`src/rtl/pw_trigger_gen_pkg.sv`:
```
// Shared definitions for the trigger pulse generator and its register block.
// Holds the FSM state encoding and the default counter widths.
// No logic; imported with import pw_trigger_gen_pkg::*.
package pw_trigger_gen_pkg;

  // Default widths, kept here so the register block sizes its fields identically.
  localparam int TRIG_DELAY_WIDTH_DEF  = 20;
  localparam int TRIG_WIDTH_WIDTH_DEF  = 16;
  localparam int TRIG_REPEAT_WIDTH_DEF = 8;

  typedef enum logic [1:0] {
    TRIG_ST_IDLE  = 2'd0,
    TRIG_ST_DELAY = 2'd1,
    TRIG_ST_PULSE = 2'd2,
    TRIG_ST_GAP   = 2'd3
  } trig_state_e;

endpackage

```
`src/rtl/pw_down_counter.sv`:
```
// Purpose: loadable down-counter with zero flag; saturates at zero, never wraps.
// Latency: load/decrement take effect at the next fe_clk edge; zero is registered state.
// Backpressure: none; load has priority over decrement.
// Ports: fe_clk/reset_n clock and async active-low reset; load + load_val set the
//        count; dec decrements when nonzero; zero is high while the count is 0.
module pw_down_counter #(
  parameter int pWIDTH = 16
) (
  input  logic              fe_clk,
  input  logic              reset_n,
  input  logic              load,
  input  logic [pWIDTH-1:0] load_val,
  input  logic              dec,
  output logic              zero
);

  localparam logic [pWIDTH-1:0] CNT_ONE = pWIDTH'(1);

  logic [pWIDTH-1:0] cnt_d;
  logic [pWIDTH-1:0] cnt_q;

  always_comb begin
    cnt_d = cnt_q;
    if (load) begin
      cnt_d = load_val;
    end else if (dec && (cnt_q != '0)) begin
      cnt_d = cnt_q - CNT_ONE;
    end
  end

  always_ff @(posedge fe_clk or negedge reset_n) begin
    if (!reset_n) begin
      cnt_q <= '0;
    end else begin
      cnt_q <= cnt_d;
    end
  end

  assign zero = (cnt_q == '0);

endmodule

```
`src/rtl/pw_trigger_gen.sv`:
```
// Purpose: turns an armed match pulse into one delayed trigger pulse of programmable width.
// Latency: O_trigger rises D+1 cycles after the accepting edge, stays high W cycles, O_done follows.
// Backpressure: none; matches arriving while busy are dropped and flagged on sticky O_missed.
// Ports: fe_clk/reset_n; I_arm level gate; I_match single-cycle pulse; I_trigger_delay and
//        I_trigger_width latched at acceptance; O_trigger, O_busy, O_done, O_missed all registered.
// Optional: define PW_TRIGGER_REPEAT_EN to add I_repeat_count / I_repeat_gap and the GAP state
//        for a train of (repeat_count+1) pulses separated by repeat_gap low cycles (0 acts as 1).
module pw_trigger_gen
  import pw_trigger_gen_pkg::*;
#(
  parameter int pTRIGGER_DELAY_WIDTH = TRIG_DELAY_WIDTH_DEF,
  parameter int pTRIGGER_WIDTH_WIDTH = TRIG_WIDTH_WIDTH_DEF
`ifdef PW_TRIGGER_REPEAT_EN
  , parameter int pREPEAT_WIDTH      = TRIG_REPEAT_WIDTH_DEF
`endif
) (
  input  logic                            fe_clk,
  input  logic                            reset_n,
  input  logic                            I_arm,
  input  logic                            I_match,
  input  logic [pTRIGGER_DELAY_WIDTH-1:0] I_trigger_delay,
  input  logic [pTRIGGER_WIDTH_WIDTH-1:0] I_trigger_width,
`ifdef PW_TRIGGER_REPEAT_EN
  input  logic [pREPEAT_WIDTH-1:0]        I_repeat_count,
  input  logic [pTRIGGER_WIDTH_WIDTH-1:0] I_repeat_gap,
`endif
  output logic                            O_trigger,
  output logic                            O_busy,
  output logic                            O_done,
  output logic                            O_missed
);

  localparam logic [pTRIGGER_WIDTH_WIDTH-1:0] W_ONE = pTRIGGER_WIDTH_WIDTH'(1);

  trig_state_e state_d, state_q;
  logic [pTRIGGER_WIDTH_WIDTH-1:0] width_d, width_q;
  logic trig_d, trig_q;
  logic done_d, done_q;
  logic busy_d, busy_q;
  logic missed_d, missed_q;
  logic arm_d, arm_q;

  logic dly_load, dly_dec, dly_zero;
  logic wid_load, wid_dec, wid_zero;
  logic arm_rise;

`ifdef PW_TRIGGER_REPEAT_EN
  localparam logic [pREPEAT_WIDTH-1:0] R_ONE = pREPEAT_WIDTH'(1);
  logic [pREPEAT_WIDTH-1:0] rep_d, rep_q;
  // Stored as (gap - 1) with 0 mapped to 0, so a zero gap still gives one low cycle.
  logic [pTRIGGER_WIDTH_WIDTH-1:0] gap_d, gap_q;
  logic gap_load, gap_dec, gap_zero;
`endif

  assign arm_rise = I_arm & ~arm_q;
  assign arm_d    = I_arm;

  always_comb begin
    state_d  = state_q;
    width_d  = width_q;
    trig_d   = trig_q;
    done_d   = 1'b0;
    dly_load = 1'b0;
    dly_dec  = 1'b0;
    wid_load = 1'b0;
    wid_dec  = 1'b0;
`ifdef PW_TRIGGER_REPEAT_EN
    rep_d    = rep_q;
    gap_d    = gap_q;
    gap_load = 1'b0;
    gap_dec  = 1'b0;
`endif

    case (state_q)
      TRIG_ST_IDLE: begin
        if (I_match && I_arm) begin
          width_d  = I_trigger_width;
          dly_load = 1'b1;
          state_d  = TRIG_ST_DELAY;
`ifdef PW_TRIGGER_REPEAT_EN
          rep_d    = I_repeat_count;
          gap_d    = (I_repeat_gap == '0) ? '0 : (I_repeat_gap - W_ONE);
`endif
        end
      end
      TRIG_ST_DELAY: begin
        if (!dly_zero) begin
          dly_dec = 1'b1;
        end else if (width_q != '0) begin
          wid_load = 1'b1;
          trig_d   = 1'b1;
          state_d  = TRIG_ST_PULSE;
        end else begin
          done_d  = 1'b1;
          state_d = TRIG_ST_IDLE;
        end
      end
      TRIG_ST_PULSE: begin
        if (!wid_zero) begin
          wid_dec = 1'b1;
        end else begin
          trig_d = 1'b0;
`ifdef PW_TRIGGER_REPEAT_EN
          if (rep_q != '0) begin
            rep_d    = rep_q - R_ONE;
            gap_load = 1'b1;
            state_d  = TRIG_ST_GAP;
          end else begin
            done_d  = 1'b1;
            state_d = TRIG_ST_IDLE;
          end
`else
          done_d  = 1'b1;
          state_d = TRIG_ST_IDLE;
`endif
        end
      end
`ifdef PW_TRIGGER_REPEAT_EN
      TRIG_ST_GAP: begin
        if (!gap_zero) begin
          gap_dec = 1'b1;
        end else begin
          wid_load = 1'b1;
          trig_d   = 1'b1;
          state_d  = TRIG_ST_PULSE;
        end
      end
`endif
      default: begin
        trig_d  = 1'b0;
        state_d = TRIG_ST_IDLE;
      end
    endcase

    busy_d = (state_d != TRIG_ST_IDLE);

    // A match while a sequence is in flight sets the flag; set beats an arm rising edge.
    if (I_match && (state_q != TRIG_ST_IDLE)) begin
      missed_d = 1'b1;
    end else if (arm_rise) begin
      missed_d = 1'b0;
    end else begin
      missed_d = missed_q;
    end
  end

  always_ff @(posedge fe_clk or negedge reset_n) begin
    if (!reset_n) begin
      state_q  <= TRIG_ST_IDLE;
      width_q  <= '0;
      trig_q   <= 1'b0;
      done_q   <= 1'b0;
      busy_q   <= 1'b0;
      missed_q <= 1'b0;
      arm_q    <= 1'b0;
`ifdef PW_TRIGGER_REPEAT_EN
      rep_q    <= '0;
      gap_q    <= '0;
`endif
    end else begin
      state_q  <= state_d;
      width_q  <= width_d;
      trig_q   <= trig_d;
      done_q   <= done_d;
      busy_q   <= busy_d;
      missed_q <= missed_d;
      arm_q    <= arm_d;
`ifdef PW_TRIGGER_REPEAT_EN
      rep_q    <= rep_d;
      gap_q    <= gap_d;
`endif
    end
  end

  pw_down_counter #(.pWIDTH(pTRIGGER_DELAY_WIDTH)) u_delay_cnt (
    .fe_clk   (fe_clk),
    .reset_n  (reset_n),
    .load     (dly_load),
    .load_val (I_trigger_delay),
    .dec      (dly_dec),
    .zero     (dly_zero)
  );

  // Loaded with W-1 so the final cycle at zero is the last high cycle.
  pw_down_counter #(.pWIDTH(pTRIGGER_WIDTH_WIDTH)) u_width_cnt (
    .fe_clk   (fe_clk),
    .reset_n  (reset_n),
    .load     (wid_load),
    .load_val (width_q - W_ONE),
    .dec      (wid_dec),
    .zero     (wid_zero)
  );

`ifdef PW_TRIGGER_REPEAT_EN
  pw_down_counter #(.pWIDTH(pTRIGGER_WIDTH_WIDTH)) u_gap_cnt (
    .fe_clk   (fe_clk),
    .reset_n  (reset_n),
    .load     (gap_load),
    .load_val (gap_q),
    .dec      (gap_dec),
    .zero     (gap_zero)
  );
`endif

  assign O_trigger = trig_q;
  assign O_busy    = busy_q;
  assign O_done    = done_q;
  assign O_missed  = missed_q;

endmodule

```
`config.mk`:
```
export PLATFORM = sky130hd
export DESIGN_NAME = pw_trigger_gen
export DESIGN_NICKNAME = d
export VERILOG_FILES = /design/src/rtl/pw_trigger_gen_pkg.sv /design/src/rtl/pw_down_counter.sv /design/src/rtl/pw_trigger_gen.sv
export SDC_FILE = /design/constraint.sdc
export NUM_CORES = 1
export LEC_CHECK = 0
export ABC_CLOCK_PERIOD_IN_PS = 4320
export CORE_MARGIN = 2
export CORE_UTILIZATION = 57
export DETAILED_ROUTE_END_ITERATION = 12
export GPL_ROUTABILITY_DRIVEN = 0
export GPL_TIMING_DRIVEN = 0
export PLACE_DENSITY = 0.78
export SYNTH_ARGS = -nofsm -noshare
export SYNTH_HDL_FRONTEND = slang
export SYNTH_HIERARCHICAL = 1
export SYNTH_SLANG_ARGS = --single-unit
```
`constraint.sdc`:
```
create_clock -name fe_clk -period 4.32 [get_ports fe_clk]
set_input_delay 0.432 -clock fe_clk [delete_from_list [all_inputs] [get_ports fe_clk]]
set_output_delay 0.432 -clock fe_clk [all_outputs]
set_load 0.05 [all_outputs]
```
# Word-level counts from Yosys, hierarchy flattened
# Cells that the tools add are included.
dict set report totals {
  reg_bits 59
  latch_bits 0
  mem_bits_rw 0
  mem_bits_ro 0
  out_inout_bits 4
  word_cells 65
  memories 0
}
dict set report op_classes {
  n_addsub 3
  n_mul 0
  div 0
  magnitude_cmp 0
  n_eq_ne 5
  shifts 0
  mux 28
  n_bitwise 3
  n_reduce_logical 17
}
# op n
set op_table {}
lappend op_table {{$mux 20} 2}
lappend op_table {{$mux 16} 2}
lappend op_table {{$reduce_bool 16->1} 2}
lappend op_table {{$sub 16x1->16 const B} 2}
lappend op_table {{$logic_not 20->1} 1}
lappend op_table {{$reduce_bool 20->1} 1}
lappend op_table {{$sub 20x1->20 const B} 1}
lappend op_table {{$mux 1} 17}
lappend op_table {{$logic_not 16->1} 1}
lappend op_table {{$reduce_bool 2->1} 5}
lappend op_table {{$mux 2} 4}
lappend op_table {{$ne 2x2->1 const B} 3}
lappend op_table {{$pmux 2 s3} 1}
lappend op_table {{$logic_and 1x1->1} 4}
lappend op_table {{$reduce_and 4->1} 1}
lappend op_table {{$pmux 1 s3} 1}
lappend op_table {{$eq 2x1->1 const B} 1}
lappend op_table {{$eq 2x2->1 const B} 1}
lappend op_table {{$logic_not 2->1} 1}
lappend op_table {{$not 1->1} 2}
lappend op_table {{$pmux 1 s2} 1}
lappend op_table {{$reduce_and 2->1} 1}
lappend op_table {{$and 1x1->1} 1}

# Logic depth before layout (Yosys ltp)
dict set report depth {
  depth_word 6
  ltp_mapped 12
}

# By module
# The synthesis kept the hierarchy.
# module n_inst cells_per_inst area_each_um2 seq_area_each_um2
set modules_own_cells {}
lappend modules_own_cells {{pw_down_counter (u_delay_cnt)} 1 165 1411.4 500.5}
lappend modules_own_cells {pw_trigger_gen 1 117 1267.5 575.6}
lappend modules_own_cells {{pw_down_counter (u_width_cnt)} 1 124 1063.5 400.4}

# Least setup slack after synthesis
# OpenSTA, ideal clock, no wires.
dict set report synth_path {
  kind {register to register}
  from {register u_delay_cnt.cnt_q[6]}
  to {register u_delay_cnt.cnt_q[17]}
  setup_ps 126
  t_arrival_ps 3070
  required_time_ps 4194
  path_slack_ps 1124
  path_stages_with_launch 12
  path_buffers 3
  cell_sequence {dfrtp_1 or4_1 buf_2 or4_1 buf_2 nor3_2 nor2b_1 or3b_2 or2_2 clkbuf_1 nor4_1 a221o_1}
}
dict set report synth_via {
  elab_chain_cells 5
}
# element line_no
set synth_lines {}
lappend synth_lines {{start, declared} pw_down_counter.sv:20} ;# logic [pWIDTH-1:0] cnt_q;
lappend synth_lines {{start signal, assigned} pw_down_counter.sv:35} ;# cnt_q <= cnt_d;
lappend synth_lines {{$logic_not 20->1} pw_down_counter.sv:39} ;# assign zero = (cnt_q == '0);
lappend synth_lines {{named net dly_zero} pw_trigger_gen.sv:43} ;# logic dly_load, dly_dec, dly_zero;
lappend synth_lines {{$mux 1} pw_trigger_gen.sv:87} ;# if (!dly_zero) begin
lappend synth_lines {{$mux 1} pw_trigger_gen.sv:74} ;# case (state_q)
lappend synth_lines {{named net dly_dec} pw_trigger_gen.sv:43}
lappend synth_lines {{$logic_and 1x1->1} pw_down_counter.sv:26} ;# end else if (dec && (cnt_q != '0)) begin
lappend synth_lines {{$reduce_bool 2->1 (no line)} n/a}
# The timed path passes the listed nets, and every way through them passes these cells. The select of a mux whose other input is x is not followed.
# A chain may end at the register's enable or synchronous reset.

# Worst setup path after layout
dict set report layout_path {
  from {register u_delay_cnt.cnt_q[11]}
  to {register u_delay_cnt.cnt_q[17]}
}
# Same word-level chain as after synthesis.

==> flow_summary.toml <==
[grt]
met1_usage = 0.389
grt_max_degree = 40
track_usage = 0.265
grt_pass1_vias = 3230
grt-busiest-layer = "met2"
grt-ovfl-total = 0
use_met2 = 0.401
grt_antenna_before_repair = 0
use_met3 = 0.0496
grt_pass1_wl_mm = 15.4

[critical_path]
start_kind = "flip-flop"
critPathCapture = "u_delay_cnt/cnt_q[17]"
r2r-start = "u_delay_cnt/cnt_q[11]"
critPathSlowestCell = "or3b_2"
critPathBufInv = 2
reg2reg_to = "u_delay_cnt/cnt_q[17]"
crit_start = "u_delay_cnt/cnt_q[11]"
cpPeakStageDelay_ns = 0.57
cp_data_arrival_time_ns = 4.14
crit_chain = "or4_1 -> or2_2 -> clkbuf_1 -> nor3_4 -> nor2b_1 -> or3b_2 -> or2_2 -> clkbuf_1 -> o41a_1 -> a221o_1"
cp.required_ns = 4.53
worst-path-max-fanout = 11
cp-end-kind = "flip-flop"
criticalPathCategory = "reg2reg"
r2r.worst_path.cells = 10
cp.depth = 10
rrSetupSlack_ns = 0.40
critPathTopFamily = "simple AND/OR/NAND/NOR gates"

[floorplan]
dieArea_mm2 = 0.00723
core_area_mm2 = 0.00635
start_util = 0.589
io_pins = 44
placementRows = 29
die-height_um = 85.0
die_w_um = 85.0

[drt]
totalWireLength_mm = 9.17
vias = 3474
routedWlPerCell_um = 16.9
drc = 0
ant_nets = 0
viasPerCell = 6.40
drt_iter0_markers = 313
dr.pass1.iters = 5

[power_and_ir_drop]
power_density_mw_per_mm2 = 494
ir_drop_uv = 387
p_leak_nw = 1.80

[timing]
layout_setup_ws_ns = 0.395
setup_viol = 0
period_needed_ns = 3.92
setup_tns_ns = 0
hold_viol_final = 0
slew_viol_final = 0
min_period_over_period = 0.909
fmax_mhz = 255
fin_skew_ns = 0.0115
rsz0062_at_grt = "no"
tightest_slew_ns = 0.829
relSlewSlack = 0.443

[placed_design]
io_buffers = 43
dpl.hpwl_mm = 6.63
post-place-ws_ns = 0.338

[clock_network]
cts_max_level = 3
cts_tree = "built"
path_clk_slew_ns = 0.08
worstSkewPairLatency_ns = 0.34
numCtsBuffers = 9
clk_path_buf_depth = 2
cts_root_buf = "clkbuf_8"
clock-sinks = 59
cts_setup_buffers = 0

[final_layout]
utilization = 0.705
synthToLayoutAreaGrowth_pct = 19.6
fin_nets = 510
drive_gt1_frac = 0.122
n_antenna_cell = 0

[logic_synthesis]
seq_area_frac_synth = 0.395
synthArstFlopShare = 1.00
synth_edf_count = 0
synth_area_per_cell_um2 = 9.22
syn-cell-area_mm2 = 0.00374
synth-main-ff-cell = "dfrtp_1"
synth_cell_types = 60
yosysTopAreaCell = "dfrtp_1"
synthTopCellsByArea = "dfrtp_1 (39%), mux2_2 (4.8%), nor2_1 (3.4%)"
synthCells = 406
yosys_warnings = 6
ys_ff_latch = 59
synth_top_area_frac = 0.395
syn_nets = 455

[outcome]
status = "completed"

[flow_run]
maxCapViolCount = 0

[worst_hold_path]
worst_hold_path_type = "in2async"
cells in the mapped netlist, drive strengths merged (3+ instances only):
master	n
o21ai	20
and2	8
nand4	8
a22oi	4
xnor2	6
ha	9
a31oi	10
nand3	15
nor3	14
o311ai	5
o211ai	3
or4b	3
nor2	34
nor4b	4
or3	5
o41ai	7
dfrtp	59
a21oi	13
a311o	3
nor2b	12
nor4	14
or4	12
clkbuf	12
xor2	8
o31ai	6
mux2	17
inv	20
o31a	4
nand4b	4
buf	6
nand2	33
or2	4
kinds of logic (layout without fill, tap and decap cells):
logic type,after synthesis,in the layout,synth area share
adder cells (fa/ha/maj),9,9,0.0301
buffers and inverters,38,98,0.0418
flip-flops,59,59,0.395
AO/OA/AOI/OAI,89,89,0.172
multiplexers,19,19,0.0565
AND/OR/NAND/NOR,178,178,0.272
XOR/XNOR,14,14,0.0328
worst min path at each step:
| stage | end | start | slack [ns] |
|---|---|---|---|
| floorplan | O_busy | reset_n | 0.14 |
| global placement | O_missed | arm_q | 0.46 |
| detailed placement | u_delay_cnt/cnt_q[6] | reset_n | 0.43 |
| CTS | u_delay_cnt/cnt_q[6] | reset_n | 0.07 |
| global route | u_delay_cnt/cnt_q[6] | reset_n | 0.09 |
| finish | u_delay_cnt/cnt_q[6] | reset_n | 0.05 |
stage by stage:
stage,cell area [µm²],cells,hold slack [ns],total power [mW]
global placement,4270,526,0.462,1.70
global route,4480,543,0.0871,2.36
floorplan,3740,406,0.136,1.50
CTS,4460,543,0.0688,2.21
finish,4480,543,0.0527,2.21
detailed placement,4280,527,0.429,1.74
placed cells by master, fill, tap and decap left out, types with 3 or more instances in the layout:
| cell type | netlist | layout |
|---|---|---|
| or2_2 | 4 | 4 |
| nand3_1 | 14 | 14 |
| o31ai_1 | 6 | 6 |
| clkinv_2 | 0 | 4 |
| or4_1 | 12 | 12 |
| and2_1 | 8 | 8 |
| dfrtp_1 | 59 | 59 |
| clkdlybuf4s50_1 | 0 | 42 |
| xnor2_1 | 6 | 6 |
| ha_1 | 9 | 9 |
| nor2b_1 | 12 | 12 |
| clkbuf_8 | 0 | 11 |
| nand4_1 | 8 | 8 |
| mux2_2 | 16 | 16 |
| o31a_1 | 4 | 4 |
| nand2_1 | 33 | 33 |
| a22oi_1 | 4 | 4 |
| nand4b_1 | 4 | 4 |
| o311ai_0 | 5 | 5 |
| xor2_1 | 8 | 8 |
| a311o_1 | 3 | 3 |
| or3_1 | 5 | 5 |
| clkbuf_1 | 12 | 12 |
| o21ai_0 | 13 | 13 |
| nor4b_1 | 4 | 4 |
| nor2_1 | 34 | 34 |
| o211ai_1 | 3 | 3 |
| nor4_1 | 11 | 10 |
| o21ai_1 | 7 | 7 |
| a21oi_1 | 13 | 13 |
| nor4_2 | 2 | 3 |
| inv_1 | 20 | 20 |
| a31oi_1 | 10 | 10 |
| buf_2 | 5 | 6 |
| o41ai_1 | 6 | 6 |
| nor3_1 | 12 | 12 |
state kept, by name, indices dropped and copies added (netlist names):
name               flops
O_missed               1
O_trigger              1
O_busy                 1
state_q                2
arm_q                  1
O_done                 1
width_q               16
u_delay_cnt/cnt_q     20
u_width_cnt/cnt_q     16
worst register-to-register path, delay by kind of cell, from the launching register on:
family / cells / cell delay, ns
simple gates: 6 / 2.00
compound gates: 2 / 0.70
buf+inv: 2 / 0.62
flops: 1 / 0.47
per-layer routing:
metal	share of wire	up-vias	wire [µm]
met5	0	-	0
met4	0.013	0	120
met3	0.079	15	722
met2	0.45	148	4130
met1	0.46	1669	4200
li1	-	1642	-
what timing repair did:
action / 4_1_cts / 5_1_grt
setup endpoints to repair: 0 / 3
resized for setup: 0 / 1
hold endpoints to repair: 0 / 0
hold buffers: 0 / 0
layout make-up:
type,instances,area (µm²)
multi-input combinational,309,2120
fill,485,1870
tap,77,96.3
sequential,59,1480
timing repair buffer,44,445
clock buffer,11,151
clock inverter,5,27.5
inverter,20,75.1
buffer,18,81.3
power by group:
part / internal [mW] / switching, mW / total (mW)
sequential: 0.728 / 0.216 / 0.944
combinational: 0.386 / 0.418 / 0.804
clock: 0.235 / 0.229 / 0.465
total: 1.35 / 0.863 / 2.21
(Power assumes the default switching activity.)
